**src/rtl/adc_pulse_gen.sv**
```systemverilog
// rtl/adc_pulse_gen.sv - multi-channel baseline/rise/decay ADC stimulus pulse generator
// Define ADC_PULSE_GEN_NOISE_EN to add per-channel LFSR dither of -2..+1 LSB.
module adc_pulse_gen #(
    parameter int NCH         = 4,
    parameter int WIDTH       = 14,
    parameter int CNT_W       = 16,
    parameter int OFFSET_STEP = 10
) (
    input  logic                 CLK,
    input  logic                 RST,
    input  logic                 START,
    input  logic                 STOP,
    input  logic [WIDTH-1:0]     BASELINE,
    input  logic [CNT_W-1:0]     BASE_LEN,
    input  logic [CNT_W-1:0]     RISE_LEN,
    input  logic [WIDTH-1:0]     RISE_STEP,
    input  logic [CNT_W-1:0]     FALL_LEN,
    input  logic [WIDTH-1:0]     FALL_STEP,
    input  logic [CNT_W-1:0]     REPEAT,
    output logic [NCH*WIDTH-1:0] ADC_CH,
    output logic                 TRIG,
    output logic                 BUSY,
    output logic                 DONE,
    output logic [CNT_W-1:0]     PULSE_CNT
);

    localparam int EW = WIDTH + 2;
    localparam logic signed [EW-1:0] MAXV = EW'((1 << WIDTH) - 1);

    typedef enum logic [1:0] {IDLE, BASE, RISE, FALL} state_t;

    state_t            state_q, state_d;
    logic [WIDTH-1:0]  amp_q, amp_d;
    logic [CNT_W-1:0]  cnt_q, cnt_d, pcnt_d;
    logic              trig_d, done_d, latch;
    logic              go_base, go_rise, go_fall, go_end;

    logic [WIDTH-1:0]  baseline_q, rise_step_q, fall_step_q;
    logic [CNT_W-1:0]  base_len_q, rise_len_q, fall_len_q, repeat_q;

    logic [WIDTH-1:0]  e_rise_step, e_fall_step;
    logic [CNT_W-1:0]  e_base_len, e_rise_len, e_fall_len, e_repeat;

    logic [NCH*WIDTH-1:0]   ch_d;
    logic signed [EW-1:0]   sum;

    function automatic logic [WIDTH-1:0] sat_add(input logic [WIDTH-1:0] a, input logic [WIDTH-1:0] b);
        logic [WIDTH:0] s;
        s = {1'b0, a} + {1'b0, b};
        return s[WIDTH] ? {WIDTH{1'b1}} : s[WIDTH-1:0];
    endfunction

    function automatic logic [WIDTH-1:0] floor_sub(input logic [WIDTH-1:0] a, input logic [WIDTH-1:0] b);
        return (a < b) ? '0 : a - b;
    endfunction

    // In IDLE the start transition must see the live inputs, not the stale latch.
    always_comb begin
        if (state_q == IDLE) begin
            e_base_len  = BASE_LEN;
            e_rise_len  = RISE_LEN;
            e_rise_step = RISE_STEP;
            e_fall_len  = FALL_LEN;
            e_fall_step = FALL_STEP;
            e_repeat    = REPEAT;
        end else begin
            e_base_len  = base_len_q;
            e_rise_len  = rise_len_q;
            e_rise_step = rise_step_q;
            e_fall_len  = fall_len_q;
            e_fall_step = fall_step_q;
            e_repeat    = repeat_q;
        end
    end

    always_comb begin
        state_d = state_q;
        amp_d   = amp_q;
        cnt_d   = cnt_q;
        pcnt_d  = PULSE_CNT;
        trig_d  = 1'b0;
        done_d  = 1'b0;
        latch   = 1'b0;
        go_base = 1'b0;
        go_rise = 1'b0;
        go_fall = 1'b0;
        go_end  = 1'b0;

        case (state_q)
            IDLE: begin
                if (START) begin
                    latch   = 1'b1;
                    pcnt_d  = '0;
                    amp_d   = '0;
                    go_base = 1'b1;
                end
            end
            BASE: begin
                if (e_base_len == '0)
                    go_end = 1'b1;
                else if (cnt_q == e_base_len)
                    go_rise = 1'b1;
                else
                    cnt_d = cnt_q + 1'b1;
            end
            RISE: begin
                if (cnt_q == e_rise_len) begin
                    go_fall = 1'b1;
                end else begin
                    amp_d = sat_add(amp_q, e_rise_step);
                    cnt_d = cnt_q + 1'b1;
                end
            end
            FALL: begin
                if (cnt_q == e_fall_len) begin
                    go_end = 1'b1;
                end else begin
                    amp_d = floor_sub(amp_q, e_fall_step);
                    cnt_d = cnt_q + 1'b1;
                end
            end
            default: state_d = IDLE;
        endcase

        // Zero-length phases fall through to the next phase on the same edge.
        if (go_rise) begin
            if (e_rise_len != '0) begin
                state_d = RISE;
                cnt_d   = CNT_W'(1);
                amp_d   = sat_add(amp_q, e_rise_step);
                trig_d  = 1'b1;
            end else begin
                go_fall = 1'b1;
            end
        end
        if (go_fall) begin
            if (e_fall_len != '0) begin
                state_d = FALL;
                cnt_d   = CNT_W'(1);
                amp_d   = floor_sub(amp_q, e_fall_step);
            end else begin
                go_end = 1'b1;
            end
        end
        if (go_end) begin
            pcnt_d = PULSE_CNT + 1'b1;
            if (e_repeat == '0 || pcnt_d < e_repeat) begin
                go_base = 1'b1;
            end else begin
                state_d = IDLE;
                amp_d   = '0;
                done_d  = 1'b1;
            end
        end
        // A fresh pulse starts from amplitude 0; all-zero lengths give a 1-cycle BASE pulse.
        if (go_base) begin
            cnt_d = CNT_W'(1);
            if (e_base_len != '0) begin
                state_d = BASE;
                amp_d   = '0;
            end else if (e_rise_len != '0) begin
                state_d = RISE;
                amp_d   = e_rise_step;
                trig_d  = 1'b1;
            end else if (e_fall_len != '0) begin
                state_d = FALL;
                amp_d   = '0;
            end else begin
                state_d = BASE;
                amp_d   = '0;
                cnt_d   = '0;
            end
        end

        if (STOP) begin
            state_d = IDLE;
            amp_d   = '0;
            cnt_d   = '0;
            pcnt_d  = PULSE_CNT;
            trig_d  = 1'b0;
            done_d  = 1'b0;
            latch   = 1'b0;
        end
    end

`ifdef ADC_PULSE_GEN_NOISE_EN
    logic [15:0] lfsr_q;

    always_ff @(posedge CLK) begin
        if (RST)
            lfsr_q <= 16'hACE1;
        else
            lfsr_q <= {lfsr_q[14:0], lfsr_q[15] ^ lfsr_q[13] ^ lfsr_q[12] ^ lfsr_q[10]};
    end
`endif

    always_comb begin
        ch_d = '0;
        sum  = '0;
        for (int k = 0; k < NCH; k++) begin
            sum = $signed({2'b00, amp_q >> k}) + $signed({2'b00, baseline_q})
                - $signed(EW'(k * OFFSET_STEP));
`ifdef ADC_PULSE_GEN_NOISE_EN
            sum = sum + $signed({{(EW-2){1'b0}}, lfsr_q[2*k +: 2]}) - $signed(EW'(2));
`endif
            if (sum < 0)
                ch_d[k*WIDTH +: WIDTH] = '0;
            else if (sum > MAXV)
                ch_d[k*WIDTH +: WIDTH] = {WIDTH{1'b1}};
            else
                ch_d[k*WIDTH +: WIDTH] = sum[WIDTH-1:0];
        end
    end

    always_ff @(posedge CLK) begin
        if (RST) begin
            state_q     <= IDLE;
            amp_q       <= '0;
            cnt_q       <= '0;
            PULSE_CNT   <= '0;
            TRIG        <= 1'b0;
            DONE        <= 1'b0;
            ADC_CH      <= '0;
            baseline_q  <= '0;
            base_len_q  <= '0;
            rise_len_q  <= '0;
            rise_step_q <= '0;
            fall_len_q  <= '0;
            fall_step_q <= '0;
            repeat_q    <= '0;
        end else begin
            state_q   <= state_d;
            amp_q     <= amp_d;
            cnt_q     <= cnt_d;
            PULSE_CNT <= pcnt_d;
            TRIG      <= trig_d;
            DONE      <= done_d;
            ADC_CH    <= ch_d;
            if (latch) begin
                baseline_q  <= BASELINE;
                base_len_q  <= BASE_LEN;
                rise_len_q  <= RISE_LEN;
                rise_step_q <= RISE_STEP;
                fall_len_q  <= FALL_LEN;
                fall_step_q <= FALL_STEP;
                repeat_q    <= REPEAT;
            end
        end
    end

    assign BUSY = (state_q != IDLE);

endmodule

```
**config.mk**
```make
export PLATFORM = sky130hd
export DESIGN_NAME = adc_pulse_gen
export DESIGN_NICKNAME = d
export VERILOG_FILES = /design/src/rtl/adc_pulse_gen.sv
export SDC_FILE = /design/constraint.sdc
export NUM_CORES = 1
export LEC_CHECK = 0
export ABC_AREA = 1
export CORE_MARGIN = 3
export CORE_UTILIZATION = 50
export CTS_CLUSTER_DIAMETER = 80
export DETAILED_ROUTE_END_ITERATION = 16
export PLACE_DENSITY = 0.73
export SLEW_MARGIN = 20
export SYNTH_ARGS = -nofsm -noshare
export SYNTH_HDL_FRONTEND = slang
export SYNTH_SLANG_ARGS = --single-unit
```
**constraint.sdc**
```tcl
create_clock -name CLK -period 5.4 [get_ports CLK]
set_input_delay 1.62 -clock CLK [delete_from_list [all_inputs] [get_ports CLK]]
set_output_delay 1.62 -clock CLK [all_outputs]
set_load 0.03 [all_outputs]
```
### Word level (Yosys, flattened, before mapping)

Index checks and enable logic that the tools add are counted.

* $lt $le $gt $ge: 10
* bitwise gates (word level): 2
* reductions and logical operators: 17
* multiplexer cells: 74
* eq/ne operators: 6
* add/sub/neg operators: 11

Operators with widths (number)
* $mux 14: 20
* $mux 16: 16
* $eq 16x16->1: 3
* $gt 16x15->1 const B: 3
* $lt 16x1->1 const B: 3
* $pmux 16 s3: 1
* $reduce_bool 16->1: 3
* $pmux 14 s3: 1
* $add 16x1->16 const B: 2
* $logic_not 16->1: 2
* $sub 15x5->16 const B: 2
* $add 14x14->15: 2
* $mux 1: 25
* $mux 2: 10
* $lt 16x16->1: 1
* $sub 15x4->16 const B: 1
* $add 11x14->15: 1
* $add 12x14->15: 1
* $add 13x14->15: 1
* $gt 15x14->1 const B: 1
* $lt 15x1->1 const B: 1
* $lt 14x14->1: 1
* $sub 14x14->14: 1
* $reduce_or 2->1: 5
* 9 further kinds: 13

* logic and storage cells: 137
* flip-flop bits (word level): 212
* output and inout bits: 75
* bits of input ports: 110

### Logic depth before layout (Yosys ltp)

Gate-level depths: netlist of the first run.

* depth in word-level cells: 13
* depth in mapped cells: 27
* depth with buffers taken out: 24

### Worst setup path after synthesis of the first run

Ideal clock, no wire load.

* kind: in2reg
* from: input port RISE_STEP[0]
* to: register amp_q[10]
* stages on the path: 17
* library setup time: 0.070 ns
* buffers on the path: 0
* data required time: 5.330 ns
* arrival: 3.829 ns
* path slack: 1.500 ns
* cell sequence: nand2_1 -> o21ai_0 -> ha_1 -> inv_1 -> fa_1 -> inv_1 -> nand2_1 -> o21ai_0 -> a21oi_1 -> o21ai_0 -> a21oi_1 -> or2_2 -> nand3_1 -> nand2_1 -> nand2_1 -> o21ai_1 -> a21oi_1

* longest elaborated chain between the ends: 12

Ends and longest elaborated chain
* start, declared: line 16 `input logic [WIDTH-1:0] RISE_STEP,`
* $mux 14 *: line 59 `if (state_q == IDLE) begin`
* $add 14x14->15 *: line 49 `s = {1'b0, a} + {1'b0, b};`
* $mux 14 *: line 50 `return s[WIDTH] ? {WIDTH{1'b1}} : s[WIDTH-1:0];`
* $mux 14: line 107 `if (cnt_q == e_rise_len) begin`
* $pmux 14 s3: line 89 `case (state_q)`
* $mux 14: line 127 `if (e_rise_len != '0) begin`
* $mux 14 *: line 126 `if (go_rise) begin`
* $mux 14: line 137 `if (e_fall_len != '0) begin`
* $mux 14 *: line 136 `if (go_fall) begin`
* $mux 14: line 147 `if (e_repeat == '0 || pcnt_d < e_repeat) begin`
* $mux 14 *: line 145 `if (go_end) begin`
* $mux 14 *: line 156 `if (go_base) begin`
* end signal, assigned: line 233 `amp_q <= amp_d;`
* end, declared: line 33 `logic [WIDTH-1:0] amp_q, amp_d;`

Every way passes the cells marked *; elsewhere a longest branch is shown, timed or not.
A chain may end at the register's enable or synchronous reset.

### Worst setup path after layout of the first run

* from: register state_q[1]
* to: output port BUSY

* longest elaborated chain between the ends: 1

Ends and longest elaborated chain
* start, declared: line 32 `state_t state_q, state_d;`
* start signal, assigned: line 232 `state_q <= state_d;`
* $reduce_bool 2->1: line 251 `assign BUSY = (state_q != IDLE);`
* end, declared: line 22 `output logic BUSY,`

No other way between the ends.

==> results, run 1 <==
- The run finished with clean final reports.
- The tightest min-delay check is of the flip-flop to flip-flop type.
- Data on the critical path arrives at its endpoint at 2900 ps.
- The number of buffers on the longest clock path is 3.
- The signal on the critical path passes through inv_2 > nand2_4 > clkdlybuf4s50_1.
- The number of synthesis warnings is 0.
- The xor/xnor share of the synthesized area is 3.599%.
- Among all stages on the critical path, the largest delay is contributed by sky130_fd_sc_hd__clkdlybuf4s50_1.
- Leaving out fill and tap cells, the most frequent cell in the layout is sky130_fd_sc_hd__nand2_1.
- The I/O pin total is 185.
- Measured along the x axis, the die boundary spans 181.1 um.
- The layout has 2864 filler cells.
- The share of flip-flops with an asynchronous set or reset is 0%.
- The number of DRC violations after detailed-routing iteration 0 is 1223.
- The detail route stage leaves a number of antenna-violating nets equal to 0.
- The most used flip-flop cell after synthesis is sky130_fd_sc_hd__dfxtp_1.
- The floorplan step defined a die boundary enclosing 32800 um^2.
- The portion of netlist area occupied by mux cells is 0.2611%.
- The number of distinct library cells after synthesis is 42.
- The power density normalized to cell area is 267.5 nW/um^2.
- After detailed routing, the average wire length per cell comes to 16.44 um.
- The synthesized netlist occupies a cell area of 15330 um^2.
- The number of detailed-routing iterations run before antenna repair is 8.
- The number of hold violations in the final report is 0.
- The max-capacitance violation count is 0.
- Setup violations remaining at the end of the flow were counted as 0.
- The net count of the mapped netlist is 2639.
- The final max-slew violation count came to 0.
- The maximum operating frequency is 221.1 MHz.
- The placer congestion estimate is 0.9805.
- The floorplan step defined a core boundary enclosing 29950 um^2.
- Detailed placement ended at an HPWL of 36540 um.
- The post-synthesis share of cell area spent on and, or, nand and nor gates is 26.61%.
- The number of gates resized after CTS was 0.
- Entering global routing, the biggest net connects 104 pins.
- The worst clock skew is 13.77 ps.
- The source-to-sink clock delay at the later pin of the worst-skew pair is 550 ps.
- The post-route netlist has 3.873% of its cells at a drive strength greater than 1.
- In the routed design, unresolved DRC markers number 0.
- The die is 181.1 um tall.
- The net count of the finished layout is 2790.
- In this design, the stage delay of the slowest critical-path cell is 840 ps.
- The startpoint class of the critical path is a flip-flop.
- The floorplan has 63 rows.
- The number of setup buffers added after CTS is 0.
- After synthesis, the largest family of logic cells by area is simple AND/OR/NAND/NOR gates.
- Summed over all layers, the routed wires come to 48480 um.
- The setup TNS after final layout is 0 ps.
- The largest vdd supply drop is 0.2105 mV.
- The clock input transition at the sequential cells of the worst setup and hold paths is 60 ps.
- The initial antenna violation count is 2.
- For the pin with the worst max-slew slack, the measured transition is 1098 ps.
- The worst setup path is captured at an output pin.
- Clock tree synthesis found a total of 212 sinks.
- The via count is 16020.
- The CTS root buffer is sky130_fd_sc_hd__clkbuf_16.
- Buffers inserted during clock tree synthesis total 26.
- TritonCTS built the clock tree.
- In the final layout, the multi-input gates occupy 9373 um^2.
- Of all nets on the critical path, the largest fanout is 103.
- Summing the areas of all compound-gate instances in the mapped netlist gives 18.61% of the synthesized area.
- Setup repair after global routing left no endpoint under its margin.
- In this design, the largest share of critical-path delay is due to buffers and inverters.
- The worst setup path is of the flip-flop to output pin kind.
- The number of global-route vias before repair is 14810.
- The overall fraction of global-route tracks in use is 28.23%.
- The number of enable flip-flop cells after synthesis is 0.
- The number of levels the H-tree was split into is 1.
- Data on the critical path is required at its endpoint by 3780 ps.
- Port buffering added 184 buffers.
- The part of the Yosys area used for sequential elements is 27.68%.
- The final critical-path share of the clock period is 83.75%.
- The synthesized flop and latch total is 212.
- The starting density of the core is 51.19%.
- The count of hold buffers inserted by post-cts repair is 0.
- The wire length of the first global-routing pass is 76960 um.
- The analysis attributes to cell leakage a power of 8.737 nW.
- The mean post-synth cell area is 6.426 um^2.
- Together, buffers and inverters on the worst path number 2.
- The final critical delay including setup and external delays is 4522 ps.
- The post-route total power is 4.956 mW.
- In the final layout, flip-flops and latches occupy 4244 um^2.
- Headroom to the max-slew limit came out at 26.80%.
- The detailed-route vias per instance is 5.435.
- From synthesis to final layout, the design area changed by 20.84%.
- In the layout the commonest cells are sky130_fd_sc_hd__nand2_1 (596), sky130_fd_sc_hd__inv_1 (354), sky130_fd_sc_hd__a21oi_1 (292).
- The number of instances in the synthesized netlist is 2386.
- The leftover overflow at the end of global routing is 0.
- The synthesized netlist devotes 11.96% of its cell area to adder and majority cells.
state kept, by name, summed over array words and instances (netlist names), 16 cells and up:
signal      cells
ADC_CH         56
PULSE_CNT      16
repeat_q       16
cnt_q          16
base_len_q     16
fall_len_q     16
rise_len_q     16
worst paths after layout:
path	depth (start not counted)	to	start	slack, ps
worst max-delay path	3	BUSY	state_q[1]	880
worst min-delay path	2	rise_step_q[6]	rise_step_q[6]	450
worst max register to register	20	amp_q[8]	state_q[1]	940
worst min register to register	2	rise_step_q[6]	rise_step_q[6]	450
through the flow:
step | hold WS, ps | util [%] | instances | area [um^2] | setup WS, ps
5_1_grt | 462.4 | 61.86 | 2948 | 18530 | 582.0
6_report | 446.6 | 61.86 | 2948 | 18530 | 877.6
3_3_place_gp | 433.5 | 58.56 | 2899 | 17540 | 581.4
2_1_floorplan | 424.5 | - | 2386 | 15330 | 1500
4_1_cts | 449.7 | 61.84 | 2946 | 18520 | 921.2
3_5_place_dp | 441.5 | 58.56 | 2899 | 17540 | 494.9
synth_stat cells (4+ instances only):
master,number,area share [%]
sky130_fd_sc_hd__nand2_1,597,15
sky130_fd_sc_hd__inv_1,355,8.7
sky130_fd_sc_hd__a21oi_1,292,9.5
sky130_fd_sc_hd__dfxtp_1,212,28
sky130_fd_sc_hd__o21ai_0,193,6.3
sky130_fd_sc_hd__nand3_1,151,4.9
sky130_fd_sc_hd__ha_1,137,11
sky130_fd_sc_hd__nor2_1,120,2.9
sky130_fd_sc_hd__clkbuf_1,56,1.4
sky130_fd_sc_hd__nand4_1,51,2.1
sky130_fd_sc_hd__xor2_1,39,2.2
sky130_fd_sc_hd__buf_2,26,0.85
sky130_fd_sc_hd__xnor2_1,24,1.4
sky130_fd_sc_hd__nor3_1,21,0.69
sky130_fd_sc_hd__a31oi_1,13,0.53
sky130_fd_sc_hd__o211ai_1,13,0.64
sky130_fd_sc_hd__or2_2,13,0.53
sky130_fd_sc_hd__o21ai_1,7,0.23
sky130_fd_sc_hd__a21o_1,6,0.29
sky130_fd_sc_hd__fa_1,6,0.78
sky130_fd_sc_hd__o21bai_1,6,0.29
sky130_fd_sc_hd__o31ai_1,6,0.29
sky130_fd_sc_hd__nor3b_1,5,0.24
sky130_fd_sc_hd__inv_2,4,0.098
sky130_fd_sc_hd__mux2i_1,4,0.26
where the power goes:
group / total (mW) / internal [mW] / leakage [nW] / switching [mW]
sequential: 1.73 / 1.69 / 1.74 / 0.0470
combinational: 1.21 / 0.471 / 6.52 / 0.740
clock: 2.01 / 1.27 / 0.475 / 0.738
total: 4.96 / 3.43 / 8.74 / 1.52
routing by layer:
layer  track usage (%)  part of all wire [%]
met1             38.17                    44
met2             47.74                    46
met3             3.181                   6.5
met4             7.952                   2.8
met5                 0                     0
worst min-delay path, stage by stage, from the launching register on:
cell	delay, ps
sky130_fd_sc_hd__dfxtp_1	290
sky130_fd_sc_hd__inv_1	50
sky130_fd_sc_hd__a21oi_1	60
cell families after synthesis:
kind of cell             Yosys count
AO/OA/AOI/OAI                    545
XOR/XNOR                          63
adder cells (fa/ha/maj)          143
buffers and inverters            449
flip-flops                       212
multiplexers                       4
AND/OR/NAND/NOR                  970
area by class of cell:
| type | instances | share of cell area [%] |
|---|---|---|
| Multi-Input combinational cell | 1725 | 50.58 |
| Inverter | 361 | 7.313 |
| Clock buffer | 33 | 3.869 |
| Timing Repair Buffer | 211 | 11.24 |
| Clock inverter | 14 | 1.432 |
| Antenna cell | 2 | 0.02701 |
| Tap cell | 390 | 2.634 |
| Sequential cell | 212 | 22.91 |
Power figures use the tool's default switching activity.
==> run 2: changes to the inputs <==
Settings changed: PLACE_DENSITY 0.73 to 0.76.
Clock period 5.4 ns to 3.75 ns, I/O delays scaled along.
==> results, run 2 (same netlist as run 1, synthesis figures left out) <==
- The area growth from synthesis to final layout was 25.39% (was 20.84%).
- The sum of routed wire length over all layers is 49520 um (was 48480 um).
- The classification of the worst setup path was flip-flop to flip-flop (was flip-flop to output pin).
- The placer congestion estimate is 0.9713 (was 0.9805).
- The static leakage is 9.204 nW (was 8.737 nW).
- The number of nets at the end of the flow is 2875 (was 2790).
- The initial antenna violation count was 1 (was 2).
- The flip-flop count of the largest register after layout is 56 (unchanged).
- The leftover overflow at the end of global routing is 0 (unchanged).
- The register with the most flip-flops is ADC_CH (unchanged).
- The internal power of the cells is 4.734 mW (was 3.431 mW).
- The number of port buffers is 184 (unchanged).
- The worst path required time is 4240 ps (was 3780 ps).
- The final max-slew violation count came to 0 (unchanged).
- The fraction of power spent switching nets is 31.74% (was 30.77%).
- The source-to-sink clock delay at the later pin of the worst-skew pair is 550 ps (about the same).
- The clock group share of total power is 37.9% (was 40.6%).
- The most common library cell in the layout ignoring fill and taps is sky130_fd_sc_hd__nand2_1 (unchanged).
- The core box area is 29950 um^2 (unchanged).
- The number of antenna diodes is 0 (was 2).
- The post-route cell area came to 19230 um^2 (was 18530 um^2).
- The startpoint class of the critical path is a flip-flop (unchanged).
- The post-route antenna net violation count is 0 (unchanged).
- The detailed-route wire length per cell is 16.34 um (was 16.44 um).
- The total number of placement rows is 63 (unchanged).
- The number of buffers on the longest clock path came to 3 (unchanged).
- The worst path uses 93.49% of the clock period.
- The detailed-route DRC error count is 0 (unchanged).
- The number of detailed-routing iterations run before antenna repair is 6 (was 8).
- The via count is 16350 (was 16020).
- Commonest non-fill, non-tap cells in the layout: sky130_fd_sc_hd__nand2_1 (596), sky130_fd_sc_hd__inv_1 (354), sky130_fd_sc_hd__a21oi_1 (291) (was sky130_fd_sc_hd__nand2_1 (596), sky130_fd_sc_hd__inv_1 (354), sky130_fd_sc_hd__a21oi_1 (292)).
- The part of the total power dissipated in combinational logic is 26.1% (was 24.4%).
- The placement-stage cell area came to 18240 um^2 (was 17540 um^2).
- The number of DRC violations after detailed-routing iteration 0 is 1175 (was 1223).
- The largest vdd supply drop is 0.2996 mV (was 0.2105 mV).
- Based on the critical path, the design can be clocked at up to 285.2 MHz.
- The transition time at the pin with the least slew margin is 723.2 ps (was 1098 ps).
- The overall fraction of global-route tracks in use was 29.05% (was 28.23%).
- The largest net degree at the start of global routing came to 75 (was 104).
- The final setup violation count is 0 (unchanged).
- The net load switching power was 2.201 mW (was 1.525 mW).
- The number of global-route vias before repair came to 15480 (was 14810).
- The CTS root buffer was sky130_fd_sc_hd__clkbuf_16 (unchanged).
- The power density normalized to cell area was 360.7 nW/um^2 (was 267.5 nW/um^2).
- The count of hold buffers inserted by post-cts repair is 0 (unchanged).
- The starting density of the core is 51.19% (unchanged).
- The ratio of cells with drive above 1 in the final layout is 7.573% (was 3.873%).
- The die footprint came to 32800 um^2 (unchanged).
- The max-capacitance violation count came to 0 (unchanged).
- The sequential share of power is 36.0% (was 35.0%).
- The CTS buffer count is 26 (unchanged).
- The TritonCTS sink count is 212 (unchanged).
- The detailed-route vias per instance is 5.395 (was 5.435).
- The clock input transition at the sequential cells of the worst setup and hold paths is 60 ps (about the same).
- The path class of the lowest-slack min-delay path is flip-flop to flip-flop (unchanged).
- Run status: finished clean (unchanged).
- The critical path capture point type is a flip-flop (was output pin).
- The half-perimeter wire length after placement was 37940 um (was 36540 um).
- The tightest slew margin relative to the limit is 51.58% (was 26.80%).
- The die span in x is 181.1 um (unchanged).
- The wire length of the first global-routing pass came to 79090 um (was 76960 um).
- The post-route total power is 6.935 mW (was 4.956 mW).
- The I/O pin total came to 185 (unchanged).
- The worst clock skew was 14.56 ps (was 13.77 ps).
- The final hold slack came to 442.7 ps (was 446.6 ps).
- The CTS tree is done (unchanged).
- The vertical die dimension is 181.1 um (unchanged).
- The data arrival at the endpoint of the critical path is 4000 ps (was 2900 ps).
- The setup slack of the worst register-to-register path is 240 ps (was 940 ps).
- Subtracting the final worst setup slack from the clock period gives 3506 ps.
- The number of hold violations in the final report is 0 (unchanged).
- The number of levels the H-tree was split into came to 1 (unchanged).
- The maximum net fanout on the critical path is 5 (was 103).
run 2: worst max-delay path, stage by stage, from the launching register on:
cell and delay, ps:
sky130_fd_sc_hd__dfxtp_2 370, sky130_fd_sc_hd__ha_1 200, sky130_fd_sc_hd__nand2_1 70, sky130_fd_sc_hd__nor2_2 160, sky130_fd_sc_hd__nand3_2 140, sky130_fd_sc_hd__nor3_4 240, sky130_fd_sc_hd__nand3_2 140, sky130_fd_sc_hd__nor3_4 260
sky130_fd_sc_hd__nand3_2 110, sky130_fd_sc_hd__xnor2_2 170, sky130_fd_sc_hd__ha_1 290, sky130_fd_sc_hd__nand2_1 60, sky130_fd_sc_hd__inv_1 50, sky130_fd_sc_hd__nand3_1 80, sky130_fd_sc_hd__nor3_1 160, sky130_fd_sc_hd__nand2_1 70
sky130_fd_sc_hd__nand2_1 120, sky130_fd_sc_hd__nand3_2 110, sky130_fd_sc_hd__buf_4 190, sky130_fd_sc_hd__buf_4 170, sky130_fd_sc_hd__a31oi_1 160, sky130_fd_sc_hd__nand2_1 70, sky130_fd_sc_hd__inv_1 50
run 2: final cells by class:
type,count,area (um^2)
clock buffer,35,734.5
fill,2821,10730
inverter,361,1355
sequential,212,4245
tap,390,488.0
clock inverter,12,160.2
multi-input combinational,1725,9458
timing repair buffer,296,2785
run 2: power groups by stage:
stage | Combinational [mW] | Clock [mW] | Sequential (mW)
2_1_floorplan | 0.942 | 0 | 2.73
3_3_place_gp | 1.75 | 0 | 2.54
3_5_place_dp | 1.78 | 0 | 2.54
4_1_cts | 1.80 | 2.67 | 2.49
5_1_grt | 2.01 | 2.74 | 2.51
6_report | 1.81 | 2.63 | 2.49
run 2: layer usage:
metal	share of wire [%]	vias to the layer above	GRT usage, %
li1	-	8266	-
met1	44	7418	38.65
met2	47	572	49.61
met3	6.6	95	3.966
met4	3.0	2	7.678
met5	0.040	-	0
run 2: stage by stage:
step / instances / util [%] / setup TNS [ps] / setup WS [ps]
2_1_floorplan: 2386 / - / 0 / 156.2
3_3_place_gp: 2983 / 60.88 / -3278 / -302.7
3_5_place_dp: 2983 / 60.88 / -5138 / -442.6
4_1_cts: 3030 / 63.86 / 0 / 53.03
5_1_grt: 3031 / 64.19 / -461.2 / -107.1
6_report: 3031 / 64.19 / 0 / 244.2
run 2: final timing paths:
| kind | start | endpoint | cells past startpoint |
|---|---|---|---|
| hold reg to reg | rise_step_q[13] | rise_step_q[13] | 2 |
| setup / recovery | PULSE_CNT[0] | cnt_q[0] | 22 |
| hold / removal | rise_step_q[13] | rise_step_q[13] | 2 |
| setup reg to reg | PULSE_CNT[0] | cnt_q[0] | 22 |
run 2: repair_timing:
item                                    4_1_cts  5_1_grt
setup buffers                                 0        1
endpoints found under the setup margin        0       35
resized for setup                             0       23
==> run 3: changes to the inputs <==
Settings changed: REMOVE_ABC_BUFFERS set to 1.
==> results, run 3 (same netlist as run 1, synthesis figures left out) <==
- Run status: finished clean (unchanged).
- The largest vdd supply drop is 0.3198 mV (was 0.2996 mV).
- The half-perimeter wire length after placement was 35550 um (was 37940 um).
- The number of detailed-routing iterations run before antenna repair was 7 (was 6).
- The number of hold violations in the final report is 0 (unchanged).
- Commonest non-fill, non-tap cells in the layout: sky130_fd_sc_hd__nand2_1 (596), sky130_fd_sc_hd__inv_1 (354), sky130_fd_sc_hd__a21oi_1 (290) (was sky130_fd_sc_hd__nand2_1 (596), sky130_fd_sc_hd__inv_1 (354), sky130_fd_sc_hd__a21oi_1 (291)).
- The number of DRC violations after detailed-routing iteration 0 is 1461 (was 1175).
- The area growth from synthesis to final layout came to 24.06% (was 25.39%).
- The worst path required time is 2620 ps (was 4240 ps).
- The final setup violation count is 0 (unchanged).
- The source-to-sink clock delay at the later pin of the worst-skew pair came to 550 ps (about the same).
- The cell type group with the largest total delay on the critical path is buffers and inverters (was simple AND/OR/NAND/NOR gates).
- The data arrival at the endpoint of the critical path is 2480 ps (was 4000 ps).
- The initial antenna violation count is 0 (was 1).
- The core box area is 29950 um^2 (unchanged).
- The number of port buffers is 184 (unchanged).
- The CTS tree is done (unchanged).
- The number of global-route vias before repair is 15060 (was 15480).
- The placer congestion estimate is 0.9954 (was 0.9713).
- The CTS root buffer is sky130_fd_sc_hd__clkbuf_16 (unchanged).
- The total buffers and inverters traversed by the critical path came to 3 (was 4).
- The power density normalized to cell area was 373.0 nW/um^2 (was 360.7 nW/um^2).
- Cell breakdown of the critical path: inv_2 > nand2_4 > buf_12 > clkdlybuf4s50_1 (was ha_1 > nand2_1 > nor2_2 > nand3_2 > nor3_4 > nand3_2 > nor3_4 > nand3_2 > xnor2_2 > ha_1 > nand2_1 > inv_1 > nand3_1 > nor3_1 > nand2_1 > nand2_1 > nand3_2 > buf_4 > buf_4 > a31oi_1 > nand2_1 > inv_1).
- The detailed-route wire length per cell is 15.59 um (was 16.34 um).
- The worst clock skew is 18.05 ps (was 14.56 ps).
- The final hold slack is 442.9 ps (was 442.7 ps).
- The die footprint was 32800 um^2 (unchanged).
- The path class of the lowest-slack min-delay path was flip-flop to flip-flop (unchanged).
- The overall fraction of global-route tracks in use was 27.51% (was 29.05%).
- The most common library cell in the layout ignoring fill and taps is sky130_fd_sc_hd__nand2_1 (unchanged).
- The flip-flop count of the largest register after layout is 56 (unchanged).
- The TritonCTS sink count came to 212 (unchanged).
- The total placed cells including tap cells is 2950 (was 2983).
- The static leakage is 9.030 nW (was 9.204 nW).
- The delay of the slowest cell on the worst path is 710 ps (was 370 ps).
- The sum of routed wire length over all layers came to 46820 um (was 49520 um).
- The detailed-route DRC error count is 0 (unchanged).
- The critical path capture point type was an output pin (was flip-flop).
- The detailed-route vias per instance was 5.408 (was 5.395).
- The number of buffers on the longest clock path is 3 (unchanged).
- The total number of placement rows is 63 (unchanged).
- The classification of the worst setup path is flip-flop to output pin (was flip-flop to flip-flop).
- The tightest slew margin relative to the limit is 42.52% (was 51.58%).
- The post-route antenna net violation count came to 0 (unchanged).
- The count of hold buffers inserted by post-cts repair is 0 (unchanged).
- The final cell count without fillers is 3003 (was 3031).
- The maximum net fanout on the critical path was 40 (was 5).
- The max-capacitance violation count is 0 (unchanged).
- The leftover overflow at the end of global routing was 0 (unchanged).
- The CTS buffer count is 28 (was 26).
- The final max-slew violation count is 0 (unchanged).
- The register with the most flip-flops is ADC_CH (unchanged).
- The via count is 16240 (was 16350).
- The final critical-path share of the clock period is 96.24% (was 93.49%).
- The vertical die dimension is 181.1 um (unchanged).
- The final critical delay including setup and external delays is 3609 ps (was 3506 ps).
- The wire length of the first global-routing pass came to 75440 um (was 79090 um).
- The startpoint class of the critical path is a flip-flop (unchanged).
- The die span in x is 181.1 um (unchanged).
- The number of levels the H-tree was split into is 1 (unchanged).
- The largest net degree at the start of global routing is 78 (was 75).
- The I/O pin total is 185 (unchanged).
- The number of antenna diodes is 0 (unchanged).
- The transition time at the pin with the least slew margin came to 859.0 ps (was 723.2 ps).
- The clock input transition at the sequential cells of the worst setup and hold paths is 60 ps (about the same).
- The standard cell with the maximum stage delay on the critical path was sky130_fd_sc_hd__clkdlybuf4s50_1 (was sky130_fd_sc_hd__dfxtp_2).
- The maximum operating frequency is 277.1 MHz (was 285.2 MHz).
- The setup TNS after final layout is 0 ps (unchanged).
- The ratio of cells with drive above 1 in the final layout was 6.315% (was 7.573%).
- The starting density of the core is 51.19% (unchanged).
- The number of nets at the end of the flow is 2844 (was 2875).
## run 3: timing repair
item / 4_1_cts / 5_1_grt
gates resized for setup: 0 / 13
endpoints found under the setup margin: 0 / 33
buffers inserted: 0 / 1
## run 3: power by group
| group | total (mW) | internal, mW | switching (mW) |
|---|---|---|---|
| combinational | 1.79 | 0.719 | 1.07 |
| clock | 2.81 | 1.75 | 1.06 |
| sequential | 2.49 | 2.43 | 0.0614 |
| total | 7.10 | 4.90 | 2.19 |
## run 3: routing by layer
layer / vias to the layer above / track usage [%] / part of all wire (%)
li1: 8206 / - / -
met1: 7329 / 37.71 / 44
met2: 599 / 43.80 / 44
met3: 106 / 4.389 / 7.8
met4: 0 / 10.05 / 4.0
met5: - / 0 / 0
## run 3: worst paths after layout
| path | startpoint | end | slack [ps] | cells past startpoint |
|---|---|---|---|---|
| max | state_q[1] | BUSY | 140 | 4 |
| min | rise_step_q[11] | rise_step_q[11] | 440 | 2 |
| max reg2reg | PULSE_CNT[1] | amp_q[4] | 330 | 20 |
| min reg2reg | rise_step_q[11] | rise_step_q[11] | 440 | 2 |
## run 3: worst min-delay path, stage by stage (launching register included)
cell                      delay [ps]
sky130_fd_sc_hd__dfxtp_1         290
sky130_fd_sc_hd__inv_1            50
sky130_fd_sc_hd__a21oi_1          50
## run 3: cell type report
type,count,area [um^2]
repair buffers,263,2535
fillers,2778,10930
clock inverters,11,138.9
inverters,361,1355
clock buffers,41,840.8
flip-flops and latches,212,4247
well taps,390,488.0
multi-input cells,1725,9418
## run 3: per-stage QoR
stage                     setup slack, ps  utilization (%)  total power [mW]  instance area [um^2]
final                               141.0            63.50             7.095                 19020
after global routing               -32.51            63.50             7.442                 19020
after CTS                           129.6            63.32             7.126                 18970
after detailed placement           -348.2            60.05             4.307                 17990
after global placement             -282.1            60.05             4.271                 17990
after floorplan                     -1242                -             3.641                 14960
